**config.mk**
```make
export PLATFORM = sky130hd
export DESIGN_NAME = shift_ctrl_flat
export DESIGN_NICKNAME = d
export VERILOG_FILES = /design/src/rtl/shift_ctrl_if.sv /design/src/rtl/shift_ctrl.sv /design/src/flat_wrapper.sv
export SDC_FILE = /design/constraint.sdc
export NUM_CORES = 1
export LEC_CHECK = 0
export ABC_AREA = 1
export CORE_MARGIN = 2
export CORE_UTILIZATION = 35
export CTS_CLUSTER_SIZE = 12
export DETAILED_ROUTE_END_ITERATION = 6
export MAX_ROUTING_LAYER = met4
export SYNTH_ARGS = -nofsm -noshare
export SYNTH_HDL_FRONTEND = slang
export SYNTH_SLANG_ARGS = --single-unit
```
**constraint.sdc**
```tcl
create_clock -name clk -period 1.7 [get_ports clk]
set_input_delay 0.34 -clock clk [delete_from_list [all_inputs] [get_ports clk]]
set_output_delay 0.34 -clock clk [all_outputs]
set_load 0.02 [all_outputs]
```
**src/rtl/shift_ctrl_if.sv**
```systemverilog
// shift_ctrl_if
// Bundles the word handshake and the serial/status outputs of shift_ctrl.
//   in_data   : parallel word to transmit (DATA_WIDTH bits)
//   in_valid  : in_data valid
//   in_ready  : sequencer can accept a word this cycle
//   ser_out   : serial data, MSB first
//   ser_frame : high while a frame bit is on ser_out
//   busy      : high while shifting or in the inter-frame gap
//   done      : one-cycle pulse after a frame's last bit period
// Modports: master = word producer / observer, slave = shift_ctrl.
interface shift_ctrl_if #(
  parameter int DATA_WIDTH = 16
);
  logic [DATA_WIDTH-1:0] in_data;
  logic                  in_valid;
  logic                  in_ready;
  logic                  ser_out;
  logic                  ser_frame;
  logic                  busy;
  logic                  done;

  modport master (
    output in_data, in_valid,
    input  in_ready, ser_out, ser_frame, busy, done
  );

  modport slave (
    input  in_data, in_valid,
    output in_ready, ser_out, ser_frame, busy, done
  );
endinterface

```
**src/rtl/shift_ctrl.sv**
```systemverilog
// shift_ctrl
// Parallel-to-serial frame sequencer. Accepts a word over valid/ready,
// shifts it out MSB first holding each bit for CLK_DIV cycles, then
// enforces GAP_CYCLES idle cycles before the next accept.
// Ports:
//   clk : system clock, rising edge
//   rst : synchronous, active-high reset
//   bus : shift_ctrl_if.slave (in_data/in_valid/in_ready handshake,
//         ser_out/ser_frame/busy/done registered outputs)
// Optional feature macro: SHIFT_CTRL_PARITY_EN -- appends one even-parity
// bit period after the LSB.
//
// state   | meaning
// --------+--------------------------------------------------------
// S_IDLE  | in_ready=1, waiting for in_valid
// S_SHIFT | frame bits on ser_out, CLK_DIV cycles per bit
// S_GAP   | enforced idle after a frame (first cycle carries done)
module shift_ctrl #(
  parameter int DATA_WIDTH = 16,
  parameter int CLK_DIV    = 4,
  parameter int GAP_CYCLES = 2
) (
  input logic         clk,
  input logic         rst,
  shift_ctrl_if.slave bus
);

`ifdef SHIFT_CTRL_PARITY_EN
  localparam int PAR_BITS = 1;
`else
  localparam int PAR_BITS = 0;
`endif

  localparam int FRAME_BITS = DATA_WIDTH + PAR_BITS;
  localparam int DIV_W      = (CLK_DIV > 1) ? $clog2(CLK_DIV) : 1;
  localparam int BIT_W      = $clog2(FRAME_BITS);
  localparam int GAP_W      = (GAP_CYCLES > 1) ? $clog2(GAP_CYCLES) : 1;

  localparam logic [DIV_W-1:0] DIV_LAST = DIV_W'(CLK_DIV - 1);
  localparam logic [BIT_W-1:0] BIT_LAST = BIT_W'(FRAME_BITS - 1);
  localparam logic [GAP_W-1:0] GAP_LAST = GAP_W'((GAP_CYCLES > 0) ? GAP_CYCLES - 1 : 0);

  localparam logic [1:0] S_IDLE  = 2'd0;
  localparam logic [1:0] S_SHIFT = 2'd1;
  localparam logic [1:0] S_GAP   = 2'd2;

  logic [1:0]            state_q, state_d;
  logic [FRAME_BITS-1:0] sh_q, sh_d;
  logic [DIV_W-1:0]      div_q, div_d;
  logic [BIT_W-1:0]      bit_q, bit_d;
  logic [GAP_W-1:0]      gap_q, gap_d;
  logic                  ser_out_q, ser_out_d;
  logic                  ser_frame_q, ser_frame_d;
  logic                  busy_q, busy_d;
  logic                  done_q, done_d;
  logic [FRAME_BITS-1:0] load_word;

  // Parity is taken from the word as presented at the handshake edge and
  // rides in the shift register as the final bit.
`ifdef SHIFT_CTRL_PARITY_EN
  assign load_word = {bus.in_data, ^bus.in_data};
`else
  assign load_word = bus.in_data;
`endif

  always_comb begin
    state_d     = state_q;
    sh_d        = sh_q;
    div_d       = div_q;
    bit_d       = bit_q;
    gap_d       = gap_q;
    ser_out_d   = 1'b0;
    ser_frame_d = 1'b0;
    busy_d      = busy_q;
    done_d      = 1'b0;
    case (state_q)
      S_IDLE: begin
        busy_d = 1'b0;
        if (bus.in_valid) begin
          state_d     = S_SHIFT;
          sh_d        = load_word;
          div_d       = '0;
          bit_d       = '0;
          ser_out_d   = load_word[FRAME_BITS-1];
          ser_frame_d = 1'b1;
          busy_d      = 1'b1;
        end
      end
      S_SHIFT: begin
        ser_frame_d = 1'b1;
        ser_out_d   = sh_q[FRAME_BITS-1];
        busy_d      = 1'b1;
        // With CLK_DIV=1 div_q is stuck at 0 == DIV_LAST: shift every cycle.
        if (div_q == DIV_LAST) begin
          div_d = '0;
          sh_d  = {sh_q[FRAME_BITS-2:0], 1'b0};
          if (bit_q == BIT_LAST) begin
            bit_d       = '0;
            ser_frame_d = 1'b0;
            ser_out_d   = 1'b0;
            done_d      = 1'b1;
            if (GAP_CYCLES > 0) begin
              state_d = S_GAP;
              gap_d   = '0;
            end else begin
              state_d = S_IDLE;
              busy_d  = 1'b0;
            end
          end else begin
            bit_d     = bit_q + 1'b1;
            // Registered output must already show the next bit.
            ser_out_d = sh_q[FRAME_BITS-2];
          end
        end else begin
          div_d = div_q + 1'b1;
        end
      end
      S_GAP: begin
        busy_d = 1'b1;
        if (gap_q == GAP_LAST) begin
          state_d = S_IDLE;
          gap_d   = '0;
          busy_d  = 1'b0;
        end else begin
          gap_d = gap_q + 1'b1;
        end
      end
      default: begin
        state_d = S_IDLE;
        busy_d  = 1'b0;
      end
    endcase
  end

  always_ff @(posedge clk) begin
    if (rst) begin
      state_q     <= S_IDLE;
      sh_q        <= '0;
      div_q       <= '0;
      bit_q       <= '0;
      gap_q       <= '0;
      ser_out_q   <= 1'b0;
      ser_frame_q <= 1'b0;
      busy_q      <= 1'b0;
      done_q      <= 1'b0;
    end else begin
      state_q     <= state_d;
      sh_q        <= sh_d;
      div_q       <= div_d;
      bit_q       <= bit_d;
      gap_q       <= gap_d;
      ser_out_q   <= ser_out_d;
      ser_frame_q <= ser_frame_d;
      busy_q      <= busy_d;
      done_q      <= done_d;
    end
  end

  assign bus.in_ready  = (state_q == S_IDLE);
  assign bus.ser_out   = ser_out_q;
  assign bus.ser_frame = ser_frame_q;
  assign bus.busy      = busy_q;
  assign bus.done      = done_q;

endmodule

```
**src/flat_wrapper.sv**
```systemverilog
// flat-port wrapper written by rule: the top's interface ports become plain ports
module shift_ctrl_flat 
#(
  parameter int DATA_WIDTH = 16,
  parameter int CLK_DIV    = 4,
  parameter int GAP_CYCLES = 2
)
  (clk, rst, bus_in_data, bus_in_valid, bus_in_ready, bus_ser_out, bus_ser_frame, bus_busy, bus_done);
  shift_ctrl_if #(.DATA_WIDTH(DATA_WIDTH)) bus_i ();
  input logic clk;
  input logic rst;
  input wire logic [$bits(bus_i.in_data)-1:0] bus_in_data;
  input wire logic [$bits(bus_i.in_valid)-1:0] bus_in_valid;
  output wire logic [$bits(bus_i.in_ready)-1:0] bus_in_ready;
  output wire logic [$bits(bus_i.ser_out)-1:0] bus_ser_out;
  output wire logic [$bits(bus_i.ser_frame)-1:0] bus_ser_frame;
  output wire logic [$bits(bus_i.busy)-1:0] bus_busy;
  output wire logic [$bits(bus_i.done)-1:0] bus_done;
  assign bus_i.in_data = bus_in_data;
  assign bus_i.in_valid = bus_in_valid;
  assign bus_in_ready = bus_i.in_ready;
  assign bus_ser_out = bus_i.ser_out;
  assign bus_ser_frame = bus_i.ser_frame;
  assign bus_busy = bus_i.busy;
  assign bus_done = bus_i.done;
  shift_ctrl #(.DATA_WIDTH(DATA_WIDTH), .CLK_DIV(CLK_DIV), .GAP_CYCLES(GAP_CYCLES)) u_core (.clk(clk), .rst(rst), .bus(bus_i));
endmodule
```
# Word level (Yosys, flattened, before mapping)
# Cells that the tools add are included.
# Widths: inputs -> output; s select.
dict set report word_totals {
  output_inout_bits 5
  inputBits 19
  regBits 29
}
dict set report classes {
  eq_ne 8
  bitwise 2
  muxes 30
  n_addsub 3
  n_reduce_logical 8
}
# operator count
set op_table {}
lappend op_table {{$mux 16} 2}
lappend op_table {{$pmux 16 s2} 1}
lappend op_table {{$mux 2} 6}
lappend op_table {{$mux 4} 3}
lappend op_table {{$mux 1} 11}
lappend op_table {{$pmux 4 s2} 1}
lappend op_table {{$ne 2x1->1 const B} 3}
lappend op_table {{$pmux 1 s2} 3}
lappend op_table {{$pmux 2 s3} 1}
lappend op_table {{$reduce_and 3->1} 2}
lappend op_table {{$add 4x1->4 const B} 1}
lappend op_table {{$eq 2x2->1 const B} 2}
lappend op_table {{$eq 4x4->1 const B} 1}
lappend op_table {{$pmux 2 s2} 1}
lappend op_table {{$reduce_and 4->1} 1}
lappend op_table {{$reduce_bool 2->1} 2}
lappend op_table {{$pmux 1 s3} 1}
lappend op_table {{$reduce_or 3->1} 1}
lappend op_table {{$add 2x1->2 const B} 1}
lappend op_table {{$eq 2x1->1 const B} 1}
lappend op_table {{$logic_not 2->1} 1}
lappend op_table {{$ne 2x2->1 const B} 1}
lappend op_table {{$not 1->1} 2}
lappend op_table {{$reduce_and 2->1} 1}
lappend op_table {{$add 1x1->1 const B} 1}

# Depth between registers and ports, before layout
# Gate-level depths: netlist of run 1.
dict set report depth {
  word_depth 4
  depth_mapped 8
  depth_no_buf 7
}

# Worst setup path before layout of run 1
# No wires, ideal clock.
dict set report synth_timing {
  kind {reg-to-reg}
  from {reg u_core.state_q[0]}
  to {reg u_core.sh_q[11]}
  required_ns 1.584
  path_stages_with_launch 8
  path_slack_ns 0.451
  path_buffers 1
  t_arrival_ns 1.133
  cell_sequence {dfxtp_1 nor2_2 nand2_2 nand2_4 inv_6 buf_12 nor2_1 nor2_1}
}
dict set report synth_between {
  elab_chain_len 3
  word_cells_on_any_way 7
}
# item line_no
set synth_lines {}
lappend synth_lines {{start, declared} shift_ctrl.sv:47} ;# logic [1:0] state_q, state_d;
lappend synth_lines {{start signal, assigned} shift_ctrl.sv:147} ;# state_q <= state_d;
lappend synth_lines {{$logic_not 2->1 (*)} --}
lappend synth_lines {{net bus_in_ready} flat_wrapper.sv:14} ;# output wire logic [$bits(bus_i.in_ready)-1:0] bus_in_ready;
lappend synth_lines {{$ne 2x2->1 (no line) / $reduce_bool 2->1 (equally long branches)} --}
lappend synth_lines {{$reduce_and 3->1 (no line)} --}
lappend synth_lines {{end signal, assigned} shift_ctrl.sv:138} ;# sh_q <= '0;
lappend synth_lines {{end signal, assigned} shift_ctrl.sv:148} ;# sh_q <= sh_d;
lappend synth_lines {{end, declared} shift_ctrl.sv:48} ;# logic [FRAME_BITS-1:0] sh_q, sh_d;
# Mark *: on every way through the listed nets, which the timed path passes. The rest lies on a longest branch.
# A chain may end at the register's enable or synchronous reset.

# Final worst setup path of run 1
dict set report layout_timing {
  from {reg u_core.ser_out_q, in the netlist u_core.bus.ser_out}
  to {out bus_ser_out}
}
# item line_no
set layout_rtl {}
lappend layout_rtl {{start, declared} shift_ctrl.sv:52} ;# logic ser_out_q, ser_out_d;
lappend layout_rtl {{start signal, assigned} shift_ctrl.sv:152} ;# ser_out_q <= ser_out_d;
lappend layout_rtl {{end, declared} flat_wrapper.sv:15} ;# output wire logic [$bits(bus_i.ser_out)-1:0] bus_ser_out;
# No word-level cell between the ends.

==> results of run 1 <==
==> area by class of cell <==
type                       count  area (sq um)  area share
multi-input combinational    149           679       0.397
tap                           48          60.1      0.0351
clock buffer                   8          80.1      0.0467
timing repair buffer          25           256       0.150
inverter                      13          56.3      0.0329
sequential                    29           581       0.339
==> cells in the final DEF, fill, tap and decap left out, drive strengths merged <==
cell type	instances
nand2	72
nor2	42
dfxtp	29
clkdlybuf4s50	22
o21ai	17
inv	13
a21oi	10
clkbuf	8
nand3	5
ha	2
buf	2
nand3b	1
dlygate4sd2	1
==> routing by layer <==
layer  GRT usage  wire length [microns]
met5           -                      0
met4      0.0383                     15
met3      0.0550                    112
met2       0.209                   1180
met1       0.186                   1350
==> stage by stage <==
stage	utilization	worst slack [ns]	total power, mW	area (sq um)
after global routing	0.458	0.125	1.69	1710
after global placement	0.436	0.151	1.07	1630
final	0.458	0.182	1.58	1710
after CTS	0.458	0.162	1.61	1710
after floorplan	-	0.451	0.995	1400
after detailed placement	0.436	0.148	1.07	1630
==> sequential cells by signal (all words and copies together) (netlist names) <==
name,count
u_core.gap_q,1
u_core.bus.ser_frame,1
u_core.bit_q,4
u_core.bus.ser_out,1
u_core.bus.busy,1
u_core.bus.done,1
u_core.state_q,2
u_core.sh_q,16
u_core.div_q,2
==> synthesized netlist by cell type, drive strengths merged <==
cell,instances,share of area
a21oi,10,0.044
buf,8,0.058
clkbuf,1,0.0027
dfxtp,29,0.41
ha,2,0.018
inv,13,0.040
nand2,72,0.21
nand3,5,0.025
nand3b,1,0.0054
nor2,42,0.12
o21ai,17,0.061
==> cell families after synthesis <==
group / synth area share
AND/OR/NAND/NOR: 0.362
flip-flops: 0.414
AO/OA/AOI/OAI: 0.104
buffers and inverters: 0.101
adder cells (fa/ha/maj): 0.0179
==> worst paths after layout <==
kind	slack, ns	start	depth (start not counted)	end
setup / recovery	0.18	u_core.bus.ser_out$_SDFF_PP0_	1	bus_ser_out
hold / removal	0.47	u_core.div_q[1]$_SDFFE_PP0P_	2	u_core.div_q[1]$_SDFFE_PP0P_
setup reg to reg	0.30	u_core.div_q[0]$_SDFFE_PP0P_	6	u_core.sh_q[12]$_SDFFE_PP0P_
hold reg to reg	0.47	u_core.div_q[1]$_SDFFE_PP0P_	2	u_core.div_q[1]$_SDFFE_PP0P_
==> timing repair <==
item	4_1_cts	5_1_grt
resized for setup	1	0
endpoints found under the setup margin	1	0
hold buffers	0	0
==> where the power goes <==
| group | total [mW] | switching, mW | internal (mW) |
|---|---|---|---|
| Combinational | 0.289 | 0.165 | 0.124 |
| Clock | 0.529 | 0.239 | 0.290 |
| Sequential | 0.762 | 0.0288 | 0.733 |
| Total | 1.58 | 0.432 | 1.15 |
==> results.toml, run 1 <==
[outcome]
status = "completed"

[floorplan]
die_w_microns = 67.3
num_rows = 22
die-height_microns = 67.3
start_util = 0.374
core-area_sq_um = 3740
ioPinCount = 24
dieArea_sq_um = 4530

[drt]
wl_microns = 2650
antenna_left = 0
drtIter0Drc = 62
vias = 1209
avgViaCountPerCell = 4.44
drc_errors = 0
first_pass_iters = 4
wire_per_inst_microns = 9.74

[final_layout]
diodes = 0
fill_cells = 407
drive_above_1_share = 0.107
synthToLayoutAreaGrowth_pct = 22.2
instances_no_fill = 272
nNetsFinal = 244

[grt]
grt_pass1_vias = 1103
antenna_found_initial = 0
grt-ovfl-total = 0
grt_util_all_layers = 0.144
grt_pass1_wl_microns = 4810
grt_max_degree = 24

[sta]
min_period_over_period = 0.893
tightest_slew_ns = 0.340
clock.fmax_mhz = 659
setup_viol = 0
period_minus_slack_ns = 1.52
hold_viol = 0
slew_viol_final = 0
hold_ws_ns = 0.470
finClkSkew_ns = 0.00193
rsz0062_at_grt = "false"
final.setup.tns_ns = 0
maxSlewHeadroom = 0.772

[clock_tree]
ctsHtreeMaxLevel = 2
numCtsBuffers = 5
cts_tree = "yes"
clk_latency_ns = 0.27
path_clk_slew_ns = 0.06
cts_buffer_depth = 2
cts_root_buf = "clkbuf_8"
post_cts_buffers = 0
clock-sinks = 29

[critical_path]
crit_required_ns = 1.36
path_max_fanout = 1
path_buf_inv = 1
critical-path-max-stage-delay_ns = 0.60
crit_slowest_cell = "clkdlybuf4s50_1"
crit_type = "flip-flop to primary output"
end_kind = "primary output"
cpLargestDelayFamily = "buffers and inverters"
cp.arrival_ns = 1.18
critPathLaunchType = "flip-flop"
path_cells = "clkdlybuf4s50_1"

[job]
max-cap-violations = 0

[placed_design]
dp.cells = 264
port_buffers = 23
gp_congestion = 0.806
dpl.hpwl_microns = 1760

[logic_synthesis]
syn_avg_cell_area_sq_um = 7.01
synth-seq-cells = 29
synth_nets = 221
synth_warnings = 0
synthCells = 200
ys_seq_area_frac = 0.414
synth_cell_type_count = 24
syn_area_sq_um = 1400

[power]
cellPowerDensity_nw_per_um2 = 922
power_leakage_nw = 0.772
worst_ir_drop_vdd_v = 0.000544

[hold_path]
min_path_type = "flip-flop to flip-flop"
No activity file was read; power rests on OpenSTA's default activity.
==> run 2, diff against run 1 <==
Settings changed: CTS_BUF_LIST from default to sky130_fd_sc_hd__clkbuf_8.
Clock period 1.7 ns to 1.4 ns, I/O delays scaled along.
==> results.toml, run 2 (synthesis gave the netlist of run 1 again) <==
[power]
p_sw_frac = 0.254
p_int_mw = 1.63
cellPowerDensity_nw_per_um2 = 1210
p_seq_frac = 0.421
power_leakage_nw = 0.855
worst_ir_drop_vdd_v = 0.000455
pwr-share-comb = 0.174
clock_power_share = 0.405
p_sw_uw = 555
p_total_mw = 2.19

[clock_tree]
cts_buffer_depth = 2
cts_root_buf = "clkbuf_8"
clk_latency_ns = 0.28
numCtsBuffers = 5
ctsHtreeMaxLevel = 2
clock-sinks = 29
hold_buffers = 0
cts_tree = "yes"
path_clk_slew_ns = 0.06

[sta]
hold_viol = 0
min_period_over_period = 0.940
rsz0062_at_grt = "false"
tightest_slew_ns = 0.477
setup_viol = 0
period_minus_slack_ns = 1.32
maxSlewHeadroom = 0.682
finClkSkew_ns = 0.00864
clock.fmax_mhz = 760
slew_viol_final = 0

[critical_path]
crit_required_ns = 1.12
crit_type = "flip-flop to primary output"
path_max_fanout = 2
critPathLaunchType = "flip-flop"
rrSetupSlack_ns = 0.14
cp.arrival_ns = 1.04
end_kind = "primary output"

[grt]
grt_util_all_layers = 0.149
grt_max_degree = 22
antenna_found_initial = 0
grt_pass1_vias = 1167
grt-ovfl-total = 0
grt_pass1_wl_microns = 4840

[outcome]
status = "completed"

[floorplan]
ioPinCount = 24
die-height_microns = 67.3
dieArea_sq_um = 4530
core-area_sq_um = 3740
start_util = 0.374
die_w_microns = 67.3
num_rows = 22

[final_layout]
largest-register = "u_core.sh_q"
largest_reg_flops = 16
nNetsFinal = 254
largestRegisters = "u_core.sh_q: 16 flops, u_core.bit_q: 4 flops"
final_common_cell = "nand2_1"
fill_cells = 396
synthToLayoutAreaGrowth_pct = 29.0
final_cell_mix = "68 x nand2_1, 37 x nor2_1, 29 x dfxtp_1"
drive_above_1_share = 0.154
instances_no_fill = 282
diodes = 0

[placed_design]
gp_congestion = 0.751
dp.cells = 274
port_buffers = 23
dpl.hpwl_microns = 1850

[hold_path]
min_path_type = "flip-flop to flip-flop"

[drt]
antenna_left = 0
drc_errors = 0
drtIter0Drc = 45
wire_per_inst_microns = 9.49
vias = 1251
first_pass_iters = 4
avgViaCountPerCell = 4.44
wl_microns = 2680

[job]
max-cap-violations = 0
run 2: cell count changes in the layout (fill, tap and decap cells not counted), sizes merged, moves of 2 or more:
cell / delta
buf: +10
clkdlybuf4s50: -4
dlygate4sd2: +3
clkbuf: -2
run 2: per-layer routing:
layer	GRT usage	wire (microns)	vias to the layer above	share of wire
met5	-	0	-	0
met2	0.224	1140	20	0.43
li1	-	-	684	-
met3	0.0400	103	10	0.039
met4	0.102	101	0	0.038
met1	0.171	1330	537	0.50
run 2: cell type report:
type | instances | area (sq um) | share of cell area
Multi-Input combinational cell | 149 | 679 | 0.376
Tap cell | 48 | 60.1 | 0.0332
Timing Repair Buffer | 35 | 315 | 0.174
Clock inverter | 2 | 33.8 | 0.0187
Sequential cell | 29 | 581 | 0.321
Inverter | 13 | 56.3 | 0.0311
Clock buffer | 6 | 82.6 | 0.0457
run 2: power by group through the flow:
| stage | sequential, mW | clock (mW) | combinational [mW] |
|---|---|---|---|
| 6_report | 0.921 | 0.886 | 0.380 |
| 5_1_grt | 0.928 | 0.938 | 0.434 |
| 4_1_cts | 0.921 | 0.905 | 0.384 |
| 3_5_place_dp | 0.939 | 0 | 0.389 |
| 3_3_place_gp | 0.938 | 0 | 0.387 |
| 2_1_floorplan | 0.945 | 0 | 0.263 |
run 2: final timing paths:
check,depth (start not counted),endpoint,start
worst max register to register,6,u_core.sh_q[11]$_SDFFE_PP0P_,u_core.div_q[0]$_SDFFE_PP0P_
worst max-delay path,2,bus_in_ready,u_core.state_q[1]$_SDFFE_PP0P_
worst min register to register,2,u_core.sh_q[0]$_SDFFE_PP0P_,u_core.sh_q[0]$_SDFFE_PP0P_
worst min-delay path,2,u_core.sh_q[0]$_SDFFE_PP0P_,u_core.sh_q[0]$_SDFFE_PP0P_
run 2: through the flow:
stage                     worst slack, ns  utilization  setup TNS [ns]  hold slack [ns]  cell area [sq um]
final                              0.0836        0.483               0            0.469               1810
after global routing               0.0154        0.483               0            0.486               1810
after CTS                          0.0392        0.483               0            0.476               1810
after detailed placement          -0.0717        0.453          -0.625            0.465               1700
after global placement            -0.0856        0.453          -0.745            0.464               1700
after floorplan                     0.151            -               0            0.428               1400
run 2: worst max-delay path, cell delays in order, from the launching register on:
cell and delay [ns]:
dfxtp_1 0.32, nor2_2 0.13, clkdlybuf4s15_1 0.31
run 2: repair_timing:
action                                 in CTS  in global routing
setup endpoints to repair                   5                  1
resized for setup                           5                  1
pin swaps                                   0                  0
endpoints found under the hold margin       0                  0
buffers inserted                            0                  0
==> run 3, diff against run 2 <==
==> constraint.sdc (replaced) <==
create_clock -name clk -period 1.4 [get_ports clk]
set_input_delay 0.21 -clock clk [delete_from_list [all_inputs] [get_ports clk]]
set_output_delay 0.21 -clock clk [all_outputs]
set_load 0.02 [all_outputs]
==> results.toml, run 3 (synthesis gave the netlist of run 1 again) <==
[outcome]
status = "completed"

[drt]
drc_errors = 0
antenna_left = 0
avgViaCountPerCell = 4.41
wire_per_inst_microns = 10.0
first_pass_iters = 4
vias = 1221
drtIter0Drc = 31
wl_microns = 2780

[placed_design]
dp.cells = 270
dpl.hpwl_microns = 1940
port_buffers = 23
gp_congestion = 0.743

[grt]
antenna_found_initial = 0
busiest_layer = "met2"
grt_pass1_wl_microns = 5170
grt_pass1_vias = 1191
grt_util_all_layers = 0.155
grtUsageMet1 = 0.203
grt.met2_usage = 0.224
grt-ovfl-total = 0
gr-usage-met3 = 0.0400
grt_max_degree = 22

[sta]
final.setup.tns_ns = 0
slew_viol_final = 0
period_minus_slack_ns = 1.31
hold_viol = 0
min_period_over_period = 0.936
clock.fmax_mhz = 763
maxSlewHeadroom = 0.752
tightest_slew_ns = 0.370
setup_viol = 0
finClkSkew_ns = 0.00391
rsz0062_at_grt = "false"

[floorplan]
die-height_microns = 67.3
start_util = 0.374
die_w_microns = 67.3
dieArea_sq_um = 4530
ioPinCount = 24
core-area_sq_um = 3740
num_rows = 22

[clock_tree]
path_clk_slew_ns = 0.06
cts_root_buf = "clkbuf_8"
cts_buffer_depth = 2
post_cts_buffers = 0
clk_latency_ns = 0.27
cts_tree = "yes"
clock-sinks = 29
numCtsBuffers = 5
ctsHtreeMaxLevel = 2

[critical_path]
rrSetupSlack_ns = 0.13
reg2regPathDepth = 6
end_kind = "primary output"
crit_required_ns = 1.19
critPathLaunchType = "flip-flop"
r2r-start = "u_core.div_q[0]$_SDFFE_PP0P_"
r2r_end = "u_core.sh_q[2]$_SDFFE_PP0P_"
crit_type = "flip-flop to primary output"
path_max_fanout = 4
cp.arrival_ns = 1.10

[final_layout]
multiInputGateArea_sq_um = 679
fill_cells = 395
fin_util = 0.475
nNetsFinal = 250
largestRegisters = "u_core.sh_q: 16 flops, u_core.bit_q: 4 flops"
drive_above_1_share = 0.135
instances_no_fill = 277
diodes = 0
final_cell_mix = "68 x nand2_1, 37 x nor2_1, 29 x dfxtp_1"
seq_area_sq_um = 581
synthToLayoutAreaGrowth_pct = 27.0
final_common_cell = "nand2_1"
largest-register = "u_core.sh_q"
largest_reg_flops = 16

[power]
p_sw_frac = 0.272
cellPowerDensity_nw_per_um2 = 1110
clock_power_share = 0.343
power_leakage_nw = 0.853
p_int_mw = 1.44
worst_ir_drop_vdd_v = 0.000492
p_seq_frac = 0.465
p_sw_uw = 539
pwr-share-comb = 0.192

[hold_path]
min_path_type = "flip-flop to flip-flop"
min_to = "u_core.sh_q[0]$_SDFFE_PP0P_"
min-delay-start = "u_core.sh_q[0]$_SDFFE_PP0P_"
holdPathStages = 2

[job]
max-cap-violations = 0
## run 3: what timing repair did
| action | 4_1_cts | 5_1_grt |
|---|---|---|
| gates cloned | 0 | 0 |
| hold buffers | 0 | 0 |
| hold endpoints to repair | 0 | 0 |
| setup endpoints to repair | 3 | 2 |
| gates resized for setup | 3 | 2 |
## run 3: final cells by class
| type | instances | share of cell area |
|---|---|---|
| clock inverters | 1 | 0.00211 |
| multi-input cells | 149 | 0.382 |
| flip-flops and latches | 29 | 0.326 |
| inverters | 13 | 0.0316 |
| repair buffers | 31 | 0.178 |
| clock buffers | 6 | 0.0464 |
| well taps | 48 | 0.0338 |
## run 3: power groups by stage
stage | Combinational, mW | Clock, mW | Sequential (mW)
final | 0.381 | 0.680 | 0.921
after detailed placement | 0.393 | 0 | 0.939
after CTS | 0.389 | 0.696 | 0.921
after floorplan | 0.263 | 0 | 0.945
after global placement | 0.390 | 0 | 0.938
after global routing | 0.444 | 0.734 | 0.928
## run 3: routing by layer
metal  up-vias  wire length (microns)
li1        673                      -
met1       527                   1460
met2        16                   1170
met3         5                    103
met4         0                     50
met5         -                      0
## run 3: worst max path at each step
stage / start / slack [ns] / end / depth (start not counted)
after floorplan: u_core.state_q[0]$_SDFFE_PP0P_ / 0.15 / u_core.sh_q[11]$_SDFFE_PP0P_ / 7
after global placement: bus_in_valid / 0.02 / u_core.bus.ser_out$_SDFF_PP0_ / 7
final: u_core.state_q[1]$_SDFFE_PP0P_ / 0.09 / bus_in_ready / 2
after detailed placement: bus_in_valid / 0.03 / u_core.bus.ser_out$_SDFF_PP0_ / 7
after global routing: u_core.state_q[0]$_SDFFE_PP0P_ / 0.01 / u_core.bus.ser_out$_SDFF_PP0_ / 8
after CTS: u_core.bus.ser_frame$_SDFF_PP0_ / 0.02 / bus_ser_frame / 1
## run 3: through the flow
stage	setup WS [ns]	cell area, sq um	hold slack (ns)	total power, mW
final	0.0900	1780	0.469	1.98
after CTS	0.0173	1770	0.471	2.01
after global routing	0.0118	1780	0.488	2.11
after floorplan	0.151	1400	0.358	1.21
after detailed placement	0.0264	1690	0.460	1.33
after global placement	0.0223	1690	0.461	1.33
## run 3: worst max-delay path, cell delays in order, from the launching register on
cell and delay (ns):
dfxtp_1 0.35, nor2_2 0.14, dlygate4sd2_1 0.34
